===== src/rtl/c5_negate_pkg.sv =====
// rtl/c5_negate_pkg.sv - shared types and constants for the c5 sign-operation pipeline
package c5_negate_pkg;

    localparam int C5_NEG_MODE_W = 2;

    typedef enum logic [C5_NEG_MODE_W-1:0] {
        C5_NEG_PASS = 2'd0,
        C5_NEG_NEG  = 2'd1,
        C5_NEG_ABS  = 2'd2,
        C5_NEG_NABS = 2'd3
    } c5_neg_mode_e;

endpackage


===== src/rtl/c5_negate_stage.sv =====
// rtl/c5_negate_stage.sv - one handshaked register slice holding {valid, payload}
module c5_negate_stage #(
    parameter int W = 33
) (
    input  logic         clk,
    input  logic         rst_n,
    input  logic         s_tvalid,
    input  logic [W-1:0] s_tdata,
    input  logic         m_tready,
    output logic         m_tvalid,
    output logic [W-1:0] m_tdata
);

    logic load;

    // Loads when empty or when the downstream side drains this slice this cycle.
    assign load = !m_tvalid || m_tready;

    always_ff @(posedge clk or negedge rst_n) begin
        if (!rst_n) begin
            m_tvalid <= 1'b0;
            m_tdata  <= '0;
        end else if (load) begin
            m_tvalid <= s_tvalid;
            // Payload only moves with a real operand so the output holds its last value when idle.
            if (s_tvalid) begin
                m_tdata <= s_tdata;
            end
        end
    end

endmodule


===== src/rtl/c5_negate_pipe.sv =====
// rtl/c5_negate_pipe.sv - pipelined pass/neg/abs/nabs with overflow; C5_NEGATE_SAT_EN selects saturation
module c5_negate_pipe
    import c5_negate_pkg::*;
#(
    parameter int WIDTH  = 32,
    parameter int STAGES = 2
) (
    input  logic                     I_clk,
    input  logic                     I_reset_n,
    input  logic                     I_valid,
    output logic                     O_ready,
    input  logic [WIDTH-1:0]         I_a,
    input  logic [C5_NEG_MODE_W-1:0] I_mode,
    output logic                     O_valid,
    input  logic                     I_ready,
    output logic [WIDTH-1:0]         O_result,
    output logic                     O_ovf
);

    localparam logic [WIDTH-1:0] MIN = {1'b1, {(WIDTH-1){1'b0}}};
    localparam logic [WIDTH-1:0] ONE = {{(WIDTH-1){1'b0}}, 1'b1};

`ifdef C5_NEGATE_SAT_EN
    localparam logic [WIDTH-1:0] OVF_RESULT = ~MIN;
`else
    localparam logic [WIDTH-1:0] OVF_RESULT = MIN;
`endif

    c5_neg_mode_e     mode;
    logic [WIDTH-1:0] neg;
    logic [WIDTH-1:0] res;
    logic             ovf;
    logic             is_min;

    always_comb begin
        mode   = c5_neg_mode_e'(I_mode);
        neg    = ~I_a + ONE;
        is_min = (I_a == MIN);
        res    = I_a;
        ovf    = 1'b0;
        case (mode)
            C5_NEG_PASS: res = I_a;
            C5_NEG_NEG: begin
                res = neg;
                ovf = is_min;
            end
            C5_NEG_ABS: begin
                res = I_a[WIDTH-1] ? neg : I_a;
                ovf = is_min;
            end
            C5_NEG_NABS: res = I_a[WIDTH-1] ? I_a : neg;
        endcase
        if (ovf) begin
            res = OVF_RESULT;
        end
    end

    logic [STAGES:0]   vld;
    logic [WIDTH:0]    pay [STAGES+1];
    logic [STAGES-1:0] rdy;

    assign vld[0] = I_valid;
    assign pay[0] = {ovf, res};

    // Ready of stage k is true when any stage from k to the output is empty or I_ready is high;
    // built from registered valids so there is no combinational loop.
    always_comb begin : ready_chain
        logic r;
        r   = I_ready;
        rdy = '0;
        for (int k = STAGES - 1; k >= 0; k--) begin
            r      = !vld[k+1] || r;
            rdy[k] = r;
        end
    end

    for (genvar k = 0; k < STAGES; k++) begin : g_stage
        logic m_ready;
        if (k == STAGES - 1) begin : g_last
            assign m_ready = I_ready;
        end else begin : g_mid
            assign m_ready = rdy[k+1];
        end

        c5_negate_stage #(
            .W(WIDTH + 1)
        ) u_stage (
            .clk     (I_clk),
            .rst_n   (I_reset_n),
            .s_tvalid(vld[k]),
            .s_tdata (pay[k]),
            .m_tready(m_ready),
            .m_tvalid(vld[k+1]),
            .m_tdata (pay[k+1])
        );
    end

    assign O_ready             = rdy[0];
    assign O_valid             = vld[STAGES];
    assign {O_ovf, O_result}   = pay[STAGES];

endmodule


===== config.mk =====
export PLATFORM = sky130hd
export DESIGN_NAME = c5_negate_pipe
export DESIGN_NICKNAME = d
export VERILOG_FILES = /design/src/rtl/c5_negate_pkg.sv /design/src/rtl/c5_negate_stage.sv /design/src/rtl/c5_negate_pipe.sv
export SDC_FILE = /design/constraint.sdc
export NUM_CORES = 1
export LEC_CHECK = 0
export CAP_MARGIN = 20
export CORE_ASPECT_RATIO = 1.5
export CORE_UTILIZATION = 47
export CTS_CLUSTER_SIZE = 14
export DETAILED_ROUTE_END_ITERATION = 6
export GPL_ROUTABILITY_DRIVEN = 1
export PLACE_DENSITY = 0.81
export SETUP_SLACK_MARGIN = 0.2
export SLEW_MARGIN = 10
export SYNTH_ARGS = -nofsm -noshare
export SYNTH_HDL_FRONTEND = slang
export SYNTH_SLANG_ARGS = --single-unit
export TNS_END_PERCENT = 50

===== constraint.sdc =====
create_clock -name I_clk -period 1.8 [get_ports I_clk]
set_input_delay 0.18 -clock I_clk [delete_from_list [all_inputs] [get_ports I_clk]]
set_output_delay 0.18 -clock I_clk [all_outputs]
set_load 0.02 [all_outputs]

==> impl_summary.log <==
[metrics] outcome: complete, but fails checks
[metrics] violated checks: setup timing
[metrics] Avg Inst Size Synth: 10.20 sq um
[metrics] clock transition at the register clock pins on the worst setup and hold paths after CTS: 70 ps
[metrics] Post-Route Setup TNS: -310.5 ps
[metrics] H-tree depth: 3
[metrics] weighted congestion reported at the end of routability-driven placement: 0.9343
[metrics] number of antenna diodes: 0
[metrics] growth of design area from synthesis to finish: 58.39%
[metrics] Final HPWL DP: 7.690 mm
[metrics] Yosys warning total: 0
[metrics] measured slew at the worst slew-check pin: 427.6 ps
[metrics] arrival time reported for the critical path endpoint: 2290 ps
[metrics] post-route DRC violation count: 0
[metrics] worst endpoint required time: 2050 ps
[metrics] finished layout cell area: 0.005753 sq mm
[metrics] number of endpoints with negative hold slack in the final report: 0
[metrics] vias in the first global route: 3,851
[metrics] peak supply drop: 0.6705 mV
[metrics] portion of synthesized cell area occupied by the leading cell type: 46.85%
[metrics] clk_lat worst skew: 360 ps
[metrics] power per cell area: 889.9 mW/mm^2
[metrics] die height: 109.7 microns
[metrics] minimum period implied by the final worst setup slack: 2039 ps
[metrics] I/O pins: 73
[metrics] unrepaired setup endpoints after global routing: yes
[metrics] fraction of synthesis flops using an asynchronous set or reset pin: 100.0%
[metrics] number of flops mapped to enable cells by yosys: 0
[metrics] final-report max-slew violation count: 0
[metrics] share of final-layout standard cells stronger than drive strength 1: 44.38%
[metrics] Yosys reg bits: 68
[metrics] maximum number of pins on one net before global-route repair: 69
[metrics] cell at the root of the clock tree: clkbuf_8
[metrics] total of buffers placed on input and output ports: 72
[metrics] sequential-to-total area share from yosys stat: 46.85%
[metrics] pre-CTS worst setup slack: -859.3 ps
[metrics] most frequent cells in the layout: 92 x buf_4, 68 x dfrtp_1, 40 x nand2_1, 37 x clkdlybuf4s50_1, 35 x mux2_2
[metrics] Crit Path Max Fanout: 2
[metrics] Synth Instances: 356
[metrics] Primary FF master, synth: dfrtp_1
[metrics] class of the most critical hold timing path: in -> reg
[metrics] synth top area cells: dfrtp_1 47%, mux2_2 11%, nand2_1 4.1%
[metrics] startpoint types: input port
[metrics] final worst path period share: 113.3%
[metrics] worst slew margin relative to its limit: 71.49%
[metrics] Unique masters post-synth: 57
[metrics] Starting Density: 49.29%
[metrics] number of filler cells placed in the layout: 446
[metrics] clock tree from TritonCTS: done
[metrics] max frequency: 490.4 MHz
[metrics] crit path capture type: register
[metrics] GRT Total Usage: 31.13%
[metrics] kind of critical path: in -> reg
[metrics] final routed wire length divided by cell count: 19.55 microns
[metrics] width of the die: 73.78 microns
[metrics] number of nets with antenna violations after detailed routing: 0
[metrics] crit path setup slack, layout: -239.2 ps
[metrics] Setup-failing EPs final: 4
[metrics] count of TritonRoute iterations in the first routing pass: 6
[metrics] aggregate routed wire length: 12.39 mm
[metrics] Placed Instance Area: 0.005167 sq mm
[metrics] area leader, netlist: dfrtp_1
[metrics] Synthesized Nets: 401
[metrics] leakage: 2.569 nW
[metrics] placeable core area: 0.007370 sq mm
[metrics] initial antenna violation count: 0
[metrics] hold slack final: 132.1 ps
[metrics] cell row count: 38
[metrics] Clock Skews: 4.789 ps
[metrics] first-pass GRT wire length: 18.49 mm
[metrics] First DRT Iteration DRCs: 408
[metrics] commonest non-fill, non-tap cell in the layout: buf_4
[metrics] cell area after technology mapping: 0.003632 sq mm
[metrics] average via count per standard cell: 6.099
[metrics] Nets: 574
[metrics] CTS sink count: 68
[metrics] number of buffers created by CTS: 9
[metrics] worst-case clock buffer depth: 2
[metrics] vias post-DR: 3,867
[metrics] max capacitance violation total: 0
[metrics] total die area: 0.008091 sq mm
[metrics] overflow left after global routing: 0
==> sequential cells by signal, summed over array words and instances, names as in the netlist <==
signal                    count
g_stage.u_stage.m_tdata      66
g_stage.u_stage.m_tvalid      2
==> through the flow <==
stage | power (W) | cells | util [%]
4_1_cts | 0.005089 | 630 | 76.81
6_report | 0.005119 | 634 | 78.06
5_1_grt | 0.005322 | 634 | 78.06
3_3_place_gp | 0.003582 | 600 | 70.12
3_5_place_dp | 0.003635 | 600 | 70.12
2_1_floorplan | 0.002757 | 356 | -
==> metal layers <==
layer	track usage, %	part of all wire, %
met5	0	0
met4	17.72	6.2
met3	6.691	7.1
met2	54.13	51
met1	34.61	36
==> timing repair <==
item,in CTS,in global routing
endpoints found under the hold margin,68,0
pin swaps,45,13
setup endpoints to repair,34,33
setup buffers,13,4
hold buffers,1,0
gates resized for setup,163,28
==> Yosys cell counts (2+ instances only) <==
library cell   n
a211oi_1       3
a21o_1         2
a21oi_1       12
a22oi_1        7
a311oi_1       2
a31o_2         2
a32oi_1        2
and2_1         5
buf_1          3
buf_2          2
clkbuf_1      14
dfrtp_1       68
ha_1           7
inv_1          7
mux2_2        35
mux2i_1        6
nand2_1       40
nand2b_1       4
nand3_1        6
nand3b_1       2
nand4_1        6
nor2_1        22
nor3_1        13
nor3b_1        3
nor4_1         6
nor4b_1        3
o211a_1        2
o211ai_1       2
o21ai_0       22
o221ai_1       4
o311a_1        2
o31ai_1        6
or2_2          2
or3_1          2
or4_1          7
xor2_1         4
==> cells by family (layout without fill, tap and decap cells) <==
| family | after synthesis | in the layout | share of synthesized area (%) |
|---|---|---|---|
| xor gates and xnor gates | 5 | 5 | 1.206 |
| muxes | 41 | 41 | 12.50 |
| AOI/OAI and AO/OA | 82 | 82 | 16.19 |
| DFF | 68 | 68 | 46.85 |
| buffers and inverters | 27 | 205 | 3.066 |
| adders and majority gates | 7 | 7 | 2.411 |
| and+or+nand+nor | 126 | 126 | 17.77 |
==> final cells by class <==
| type | count | area [sq um] | share of cell area (%) |
|---|---|---|---|
| multi-input combinational | 261 | 2117 | 36.80 |
| sequential | 68 | 1702 | 29.58 |
| timing repair buffer | 182 | 1570 | 27.29 |
| clock buffer | 13 | 168.9 | 2.936 |
| tap | 100 | 125.1 | 2.175 |
| clock inverter | 3 | 43.79 | 0.7612 |
| inverter | 7 | 26.28 | 0.4567 |
==> worst paths after layout <==
path / cells after the start / to / from / slack (ps)
setup / recovery: 10 / g_stage[0].u_stage.m_tdata[31]$_DFFE_PN0P_ / I_a[14] / -240
hold / removal: 3 / g_stage[0].u_stage.m_tdata[0]$_DFFE_PN0P_ / I_a[0] / 130
setup reg to reg: 6 / g_stage[0].u_stage.m_tdata[30]$_DFFE_PN0P_ / g_stage[1].u_stage.m_tvalid$_DFFE_PN0P_ / 120
hold reg to reg: 2 / g_stage[0].u_stage.m_tdata[8]$_DFFE_PN0P_ / g_stage[0].u_stage.m_tdata[8]$_DFFE_PN0P_ / 480
max in group asynchronous: 3 / g_stage[0].u_stage.m_tdata[0]$_DFFE_PN0P_ / I_reset_n / 1150
min in group asynchronous: 3 / g_stage[1].u_stage.m_tdata[22]$_DFFE_PN0P_ / I_reset_n / 370
==> worst max-delay path, cell delays in order <==
cell	delay, ps
buf_8	100
nor4_4	290
buf_4	160
nand4_1	130
nor2_2	190
nor4b_4	250
ha_1	280
a222oi_1	400
mux2i_1	130
o22a_1	180
==> power by group <==
group          switching (W)  internal (W)  total, W
Combinational       0.000859      0.000891   0.00175
Clock               0.000602      0.000754   0.00136
Sequential          0.000171       0.00184   0.00201
Total                0.00163       0.00349   0.00512
Power figures use the tool's default switching activity.
==> edit, RTL diff (same flow settings) <==
Add a define of `C5_NEGATE_SAT_EN`.
--- a/src/rtl/c5_negate_pipe.sv
+++ b/src/rtl/c5_negate_pipe.sv
@@ -1,4 +1,6 @@
 // rtl/c5_negate_pipe.sv - pipelined pass/neg/abs/nabs with overflow; C5_NEGATE_SAT_EN selects saturation
+`define C5_NEGATE_SAT_EN
+
 module c5_negate_pipe
     import c5_negate_pkg::*;
 #(
Formal check against the unedited RTL: not equivalent (a bounded check fails within 4 cycles, from zero or initial values and one cycle with I_reset_n low).
==> edit against the unedited design <==
- the flow still finishes with violations (setup timing)
- synthesized cell count increased by 11%
- synthesized area increased by 7.3%
- worst setup slack got worse by 0.073 ns
- sequential cell count unchanged
- register-to-register slack improved by 0.17 ns
- routed wire length decreased by 0.81%
- sequential power increased by 2%
- design area increased by 4.1%
- power increased by 7.3%
- via count increased by 0.93%
- count of clock-buffer cells in the layout decreased by 2
==> edit: results (changes against the unedited design) <==
| Metric | Value |
|---|---|
| Status | `complete, but fails checks (unchanged)` |
| Violations in the final reports | `setup timing (unchanged)` |
| Placed Cells | `644 (was 600)` |
| Unique cell type count in the Yosys netlist | `63 (was 57)` |
| Flop2flop setup slack | `0.29 ns (was 0.12 ns)` |
| Final Non-Filler Cells | `669 (was 634)` |
| Post-synthesis compound-gate area fraction | `17.8% (was 16.2%)` |
| Most instantiated cells after synthesis | `68 x dfrtp_1, 58 x nor2_1, 35 x mux2_2 (was 68 x dfrtp_1, 40 x nand2_1, 35 x mux2_2)` |
| Via count | `3903 (was 3867)` |
| Final setup fails | `33 (was 4)` |
| Setup ws final | `-0.312 ns (was -0.239 ns)` |
| Xor/xnor share of the synthesized area | `0% (was 1.21%)` |
| Crit path from | `I_a[15] (was I_a[14])` |
| Placed Area | `0.00541 mm^2 (was 0.00517 mm^2)` |
| Worst-case hold slack | `0.262 ns (was 0.132 ns)` |
| Worst Hold Launch | `I_a[22] (was I_a[0])` |
| Lkg Pwr | `2.50 nW (was 2.57 nW)` |
| Final HPWL DP | `8920 um (was 7690 um)` |
| Worst flop-to-flop path endpoint | `g_stage[0].u_stage.m_tdata[4] (was g_stage[0].u_stage.m_tdata[30])` |
| Root Driver | `clkbuf_16 (was clkbuf_8)` |
| Depth of the worst hold-timing path | `4 (was 3)` |
| Largest net degree at the start of global routing | `33 (was 69)` |
| Clk_lat worst skew | `0.34 ns (was 0.36 ns)` |
| Synthesized-area fraction occupied by adder cells | `2.25% (was 2.41%)` |
| Clk slew on worst S/H paths | `0.05 ns (was 0.07 ns)` |
edit: cell types whose count changed in the layout (fill, tap and decap cells not counted), sizes merged, moves of 5 or more:
cell           unedited run  this run
clkdlybuf4s50            37        46
nand2                    40        18
a21oi                    12        28
a31oi                     1        10
clkbuf                   18        13
or3                       2        11
nor2                     22        58
o31ai                     7         2
edit: metal layers:
layer | wire length (um) | up-vias | track usage [%]
met3 | 501 | 37 | 4.96
met5 | 0 | - | 0
met2 | 6530 | 128 | 52.2
met1 | 4840 | 1932 | 32.6
met4 | 424 | 0 | 16.0
li1 | - | 1806 | -
edit: final cells by class:
class	count	area (um^2)	share of cell area (%)
multi-input cells	294	2260	37.8
flip-flops and latches	68	1700	28.4
repair buffers	180	1600	26.8
clock buffers	11	243	4.05
well taps	105	131	2.19
inverters	8	30.0	0.501
clock inverters	3	15.0	0.251
edit: cell families (layout without fill, tap and decap cells):
kind of cell / after synthesis / in the layout
buffers and inverters: 34 / 202
AOI/OAI and AO/OA: 97 / 97
adders and majority gates: 7 / 7
and+or+nand+nor: 152 / 152
DFF: 68 / 68
muxes: 38 / 38
edit: worst max-delay path, cell delays in order:
cell and delay, ns:
buf_6 0.09, or4_4 0.54, or3_4 0.37, nor3_4 0.13, and2_4 0.19, ha_4 0.20, a222oi_1 0.35, o21ai_1 0.12
a22o_1 0.18
edit: repair_timing:
item                       4_1_cts  5_1_grt
hold endpoints to repair        13        0
hold buffers                     1        0
gates cloned                     1        0
setup endpoints to repair       34       33
pin swaps                       24       17
setup buffers                    7        2
resized for setup              107       22
edit: power groups by stage:
stage                     Sequential [mW]  Combinational (mW)  Clock, mW
after detailed placement             2.07                1.78          0
final                                2.05                1.90       1.54
after CTS                            2.05                1.86       1.57
after global placement               2.05                1.73          0
after global routing                 2.09                2.01       1.63
after floorplan                      2.30               0.621          0
